[config.mk]
export PLATFORM = sky130hd
export DESIGN_NAME = huffman_decoder
export DESIGN_NICKNAME = d
export VERILOG_FILES = /design/src/rtl/huffman_pkg.sv /design/src/rtl/huffman_match.sv /design/src/rtl/huffman_decoder.sv
export SDC_FILE = /design/constraint.sdc
export NUM_CORES = 1
export LEC_CHECK = 0
export CAP_MARGIN = 20
export CELL_PAD_IN_SITES_DETAIL_PLACEMENT = 0
export CELL_PAD_IN_SITES_GLOBAL_PLACEMENT = 1
export CORE_UTILIZATION = 44
export DETAILED_ROUTE_END_ITERATION = 7
export HOLD_SLACK_MARGIN = 0.08
export PLACE_DENSITY = 0.88
export SYNTH_ARGS = -nofsm -noshare
export SYNTH_HDL_FRONTEND = slang
export SYNTH_SLANG_ARGS = --single-unit
[constraint.sdc]
create_clock -name clk -period 7.15 [get_ports clk]
set_clock_uncertainty 0.2 [all_clocks]
set_input_delay 0.715 -clock clk [delete_from_list [all_inputs] [get_ports clk]]
set_output_delay 0.715 -clock clk [all_outputs]
set_load 0.01 [all_outputs]
[src/rtl/huffman_pkg.sv]
// huffman_pkg
// Shared widths, FSM state encoding and code-table entry type for the
// bit-serial Huffman decoder and its combinational table matcher.
package huffman_pkg;

    localparam int CODE_W = 8;
    localparam int SYM_W  = 3;
    localparam int CNT_W  = 16;
    localparam int NSYM   = 6;
    localparam int LEN_W  = 4;   // holds 0..CODE_W accumulated bits

    typedef enum logic [1:0] {
        NOTAB = 2'd0,
        ACCUM = 2'd1,
        HOLD  = 2'd2
    } state_t;

    typedef struct packed {
        logic [CODE_W-1:0] code;
        logic [CODE_W-1:0] mask;
    } huff_entry_t;

endpackage

[src/rtl/huffman_match.sv]
// huffman_match
// Combinational lookup of a candidate code (value + LSB-aligned length mask)
// against the six-entry code table. Entries with an all-zero mask are
// disabled. If the table is not prefix-free and several entries hit, the
// lowest-index entry wins.
// Ports:
//   i_tab  table entries, index 0 holds symbol 1
//   i_cur  candidate code value, LSB-aligned
//   i_msk  candidate length mask, LSB-aligned
//   o_hit  some enabled entry matches
//   o_sym  matching symbol index 1..6 (0 when no hit)
module huffman_match
    import huffman_pkg::*;
(
    input  huff_entry_t [NSYM-1:0] i_tab,
    input  logic [CODE_W-1:0]      i_cur,
    input  logic [CODE_W-1:0]      i_msk,
    output logic                   o_hit,
    output logic [SYM_W-1:0]       o_sym
);

    // Scan from the highest index down so the lowest matching index is the
    // last assignment and therefore wins.
    always_comb begin
        o_hit = 1'b0;
        o_sym = '0;
        for (int i = NSYM - 1; i >= 0; i--) begin
            if ((i_tab[i].mask != '0) &&
                (i_tab[i].code == i_cur) &&
                (i_tab[i].mask == i_msk)) begin
                o_hit = 1'b1;
                o_sym = SYM_W'(i + 1);
            end
        end
    end

endmodule

[src/rtl/huffman_decoder.sv]
// huffman_decoder
// Bit-serial, MSB-first Huffman decoder for a six-symbol alphabet. Bits are
// shifted into an accumulator; after every accepted bit the post-shift code is
// matched against the loaded table and a hit emits the symbol index on a
// valid/ready output. Eight bits with no hit raise a one-cycle err pulse.
// Ports:
//   clk        clock, all state on rising edge
//   reset      synchronous active-low reset
//   load       capture HC1..HC6 / M1..M6 and restart decoding
//   HC1..HC6   code values, LSB-aligned
//   M1..M6     length masks, contiguous ones from bit 0
//   bit_valid  bit_in is valid this cycle
//   bit_in     next stream bit (code MSB first)
//   bit_ready  decoder accepts a bit this cycle
//   sym_valid  sym holds a decoded symbol
//   sym        decoded symbol index 1..6
//   out_ready  consumer takes sym this cycle
//   err        one-cycle pulse: 8 bits without a match
//   sym_cnt    decoded-symbol count since reset/load, wrapping
//
// state | meaning
// NOTAB | no table loaded yet, no bits accepted
// ACCUM | accumulating bits, no symbol pending
// HOLD  | symbol pending on the output until out_ready
module huffman_decoder
    import huffman_pkg::*;
(
    input  logic              clk,
    input  logic              reset,
    input  logic              load,
    input  logic [CODE_W-1:0] HC1,
    input  logic [CODE_W-1:0] HC2,
    input  logic [CODE_W-1:0] HC3,
    input  logic [CODE_W-1:0] HC4,
    input  logic [CODE_W-1:0] HC5,
    input  logic [CODE_W-1:0] HC6,
    input  logic [CODE_W-1:0] M1,
    input  logic [CODE_W-1:0] M2,
    input  logic [CODE_W-1:0] M3,
    input  logic [CODE_W-1:0] M4,
    input  logic [CODE_W-1:0] M5,
    input  logic [CODE_W-1:0] M6,
    input  logic              bit_valid,
    input  logic              bit_in,
    output logic              bit_ready,
    output logic              sym_valid,
    output logic [SYM_W-1:0]  sym,
    input  logic              out_ready,
    output logic              err,
    output logic [CNT_W-1:0]  sym_cnt
);

    state_t                  r_state, w_state_nx;
    huff_entry_t [NSYM-1:0]  r_tab, w_tab_nx, w_tab_in;
    logic [CODE_W-1:0]       r_cur, w_cur_nx, w_cur_sh;
    logic [CODE_W-1:0]       r_msk, w_msk_nx, w_msk_sh;
    logic [LEN_W-1:0]        r_len, w_len_nx, w_len_sh;
    logic                    r_sv, w_sv_nx;
    logic [SYM_W-1:0]        r_sym, w_sym_nx;
    logic                    r_err, w_err_nx;
    logic [CNT_W-1:0]        r_cnt, w_cnt_nx;
    logic                    w_accept;
    logic                    w_hit;
    logic [SYM_W-1:0]        w_sym;

    assign w_tab_in[0] = '{code: HC1, mask: M1};
    assign w_tab_in[1] = '{code: HC2, mask: M2};
    assign w_tab_in[2] = '{code: HC3, mask: M3};
    assign w_tab_in[3] = '{code: HC4, mask: M4};
    assign w_tab_in[4] = '{code: HC5, mask: M5};
    assign w_tab_in[5] = '{code: HC6, mask: M6};

    // bit_ready depends only on state and out_ready: a pending symbol must
    // pop in the same cycle a new bit is taken.
    assign bit_ready = (r_state == ACCUM) || ((r_state == HOLD) && out_ready);
    assign w_accept  = bit_valid && bit_ready;

    assign w_cur_sh = {r_cur[CODE_W-2:0], bit_in};
    assign w_msk_sh = {r_msk[CODE_W-2:0], 1'b1};
    assign w_len_sh = r_len + LEN_W'(1);

    huffman_match u_match (
        .i_tab (r_tab),
        .i_cur (w_cur_sh),
        .i_msk (w_msk_sh),
        .o_hit (w_hit),
        .o_sym (w_sym)
    );

    always_comb begin
        w_state_nx = r_state;
        w_tab_nx   = r_tab;
        w_cur_nx   = r_cur;
        w_msk_nx   = r_msk;
        w_len_nx   = r_len;
        w_sv_nx    = r_sv;
        w_sym_nx   = r_sym;
        w_err_nx   = 1'b0;
        w_cnt_nx   = r_cnt;

        if (load) begin
            // load wins over a same-cycle bit; that bit is dropped
            w_tab_nx   = w_tab_in;
            w_cur_nx   = '0;
            w_msk_nx   = '0;
            w_len_nx   = '0;
            w_sv_nx    = 1'b0;
            w_cnt_nx   = '0;
            w_state_nx = ACCUM;
        end else begin
            if ((r_state == HOLD) && out_ready) begin
                w_sv_nx    = 1'b0;
                w_state_nx = ACCUM;
            end
            if (w_accept) begin
                if (w_hit) begin
                    w_sym_nx   = w_sym;
                    w_sv_nx    = 1'b1;
                    w_cur_nx   = '0;
                    w_msk_nx   = '0;
                    w_len_nx   = '0;
                    w_cnt_nx   = r_cnt + CNT_W'(1);
                    w_state_nx = HOLD;
                end else if (w_len_sh == LEN_W'(CODE_W)) begin
                    w_err_nx = 1'b1;
                    w_cur_nx = '0;
                    w_msk_nx = '0;
                    w_len_nx = '0;
                end else begin
                    w_cur_nx = w_cur_sh;
                    w_msk_nx = w_msk_sh;
                    w_len_nx = w_len_sh;
                end
            end
        end
    end

    always_ff @(posedge clk) begin
        if (!reset) begin
            r_state <= NOTAB;
            r_tab   <= '0;
            r_cur   <= '0;
            r_msk   <= '0;
            r_len   <= '0;
            r_sv    <= 1'b0;
            r_sym   <= '0;
            r_err   <= 1'b0;
            r_cnt   <= '0;
        end else begin
            r_state <= w_state_nx;
            r_tab   <= w_tab_nx;
            r_cur   <= w_cur_nx;
            r_msk   <= w_msk_nx;
            r_len   <= w_len_nx;
            r_sv    <= w_sv_nx;
            r_sym   <= w_sym_nx;
            r_err   <= w_err_nx;
            r_cnt   <= w_cnt_nx;
        end
    end

    assign sym_valid = r_sv;
    assign sym       = r_sym;
    assign err       = r_err;
    assign sym_cnt   = r_cnt;

endmodule

==> metrics.txt <==
Cell Pwr Density 225 nW/µm²; H-tree depth 4; Synth Cell Area 6850 µm²; post-synthesis to final-layout area growth 26.8%; Worst Hold End r_len[1]; final setup fails 0; synthesized net count 804; number of I/O port buffers 123; CP required 7.30 ns; CP Max Fanout 31; Worst Reg2Reg Path Length in Cells 8; Max Cap Viol 0; initial antenna violation count 0; library cells used by synthesis 46; Clock Tree Root clkbuf_16; post-cts hold buffer count 0; GRT Util Overall 0.229; DR vias/cell 5.45; Synth Warn # 0; register-to-register path setup slack 3.77 ns; largest net degree at the start of global routing 102; sw frac 0.225; CP cell instances clkdlybuf4s50_1, xnor2_2, nand2_1, or4b_1, o31ai_4, o31ai_2, buf_4, or4_1, a21oi_1; final hold violations 0; io pins 124; total power 1950 µW; placed inst area 8090 µm²; Slew Limit Fails 0; Worst Hold Class reg2reg; chip width 127 µm; initial DRC count 314; dpl hpwl 12.3 mm; fillers 1319; commonest register cell after synthesis dfxtp_1; Max VDD drop 0.000170 V; min Tclk post-route 3.56 ns; worst stage delay on the critical path 0.83 ns; final wirelength 17.5 mm; final worst path period share 0.497; drt wl/cell 17.6 µm; worst slew pin tran 0.788 ns; ys async rst share 0; leakage 0.00337 µW; vias after detailed routing 5438; worst-skew pair later-pin latency 0.42 ns; Synth Instances 700; first-pass GRT wire length 28.0 mm; Yosys reg bits 137; final core utilization 0.571; clk sinks 137; CP Capture Type register; Post-CTS Setup Repair Bufs 0; RSZ-0062 raised after global routing no; drt drc 0; post-CTS sizing 0; Mean Syn Cell Area 9.78 µm²; setup TNS 0 ns; NumNets Final 904; CTS clk-pin slew, worst paths 0.06 ns; Hold Startpoint r_len[1]; Final ANT Viol Nets 0; layout cells sized above 1 0.0630; CTS max path bufs 2; WHS Path Cells 2; routability cong. 0.869; Max Fclk 281 MHz; most frequent cells in the layout dfxtp_1 (137), clkdlybuf4s50_1 (121), nor2b_1 (102); critical path arrival 3.70 ns; Post-synth EDFFs 0; multi-input logic area 3820 µm²; Slowest-stage cell, CP clkdlybuf4s50_1; core area 15200 µm²; most common cell after layout, fill and taps aside dfxtp_1; DR pass1 iterations 5; critical setup path kind in2reg; Net Switching 439 µW; Clock power frac 0.460; Critical R2R Launch r_cur[4]; relative slew slack 0.475; Fin Hold WS 0.279 ns; number of global-route vias before repair 5484; combinational share of power 0.115; sequential share of power 0.426; CTS tree done; status completed; Critical R2R Capture sym_cnt[15]; Int Pwr 1510 µW; Seq/Total Area, Yosys 0.401; Rows 45; die area 16100 µm²; Finished Cell Area 8680 µm²; CTS buffer count 17; Die H 127 µm; CP Launch Type input port; initial cell density of the core 0.450; grt ovf 0; Sequential cell area 2740 µm²; # diodes 0
-- logic make-up after synthesis --
group	count (synthesis)	synth area share
compound gates	71	0.0676
xor+xnor	87	0.122
fa+ha+maj	2	0.00365
buf+inv	53	0.0424
flops	137	0.401
mux	99	0.145
simple gates	251	0.219
-- layout make-up --
cell class | count | area share
clock buffer | 20 | 0.0514
sequential | 137 | 0.316
tap | 188 | 0.0271
clock inverter | 9 | 0.0173
timing repair buffer | 129 | 0.146
inverter | 5 | 0.00216
multi-input combinational | 510 | 0.440
-- cells in the mapped netlist (all sizes together) (2+ instances only) --
library cell,instances,area share
a21oi,26,0.019
a22oi,13,0.014
and2,4,0.0037
and3,2,0.0018
and4,3,0.0038
buf,29,0.029
clkbuf,19,0.010
dfxtp,137,0.40
ha,2,0.0037
inv,5,0.0027
mux2i,99,0.14
nand2,18,0.0099
nand2b,3,0.0027
nand3,7,0.0051
nand3b,2,0.0022
nand4,24,0.022
nand4b,4,0.0051
nand4bb,2,0.0033
nor2,26,0.014
nor2b,102,0.093
nor3,17,0.012
nor4,9,0.0082
nor4b,3,0.0038
o2111ai,2,0.0026
o211a,2,0.0029
o21ai,13,0.0095
o31ai,11,0.015
or3,7,0.0064
or4,14,0.016
or4b,2,0.0029
xnor2,54,0.080
xor2,33,0.042
-- power groups by stage --
stage | clock network (µW) | registers, µW | logic, µW
2_1_floorplan | 0 | 834 | 142
3_5_place_dp | 0 | 846 | 223
5_1_grt | 945 | 834 | 244
4_1_cts | 910 | 830 | 224
3_3_place_gp | 0 | 845 | 216
6_report | 897 | 830 | 224
-- critical path, delay by kind of cell --
| kind | cells | cell delay (ns) |
|---|---|---|
| AO/OA/AOI/OAI | 3 | 0.56 |
| XOR/XNOR | 1 | 0.18 |
| buffers and inverters | 2 | 1.07 |
| AND/OR/NAND/NOR | 3 | 1.17 |
-- metal layers --
metal / global-route usage / up-vias / routed length [µm]
li1: - / 2659 / -
met4: 0.101 / 0 / 442
met1: 0.297 / 2543 / 8100
met5: 0 / - / 0
met2: 0.363 / 195 / 7990
met3: 0.0553 / 41 / 988
-- sequential cells by signal, summed over array words and instances, names as in the netlist --
name	flops
sym_cnt	16
r_tab	96
sym	3
r_cur	7
sym_valid	1
r_state	2
r_msk	7
r_len	4
err	1
-- through the flow --
step / worst slack (ns) / std cells
floorplan: 4.17 / 700
global placement: 3.21 / 968
detailed placement: 3.16 / 969
CTS: 3.59 / 998
global route: 3.52 / 998
finish: 3.59 / 998
-- worst max path at each step --
stage,from,slack [ns],end
6_report,bit_in,3.59,sym_cnt[15]
4_1_cts,bit_in,3.59,sym_cnt[15]
5_1_grt,bit_in,3.52,sym_cnt[14]
2_1_floorplan,bit_in,4.17,sym_cnt[13]
3_5_place_dp,bit_in,3.16,sym_cnt[14]
3_3_place_gp,bit_in,3.21,r_len[3]
No activity file was read; power rests on OpenSTA's default activity.
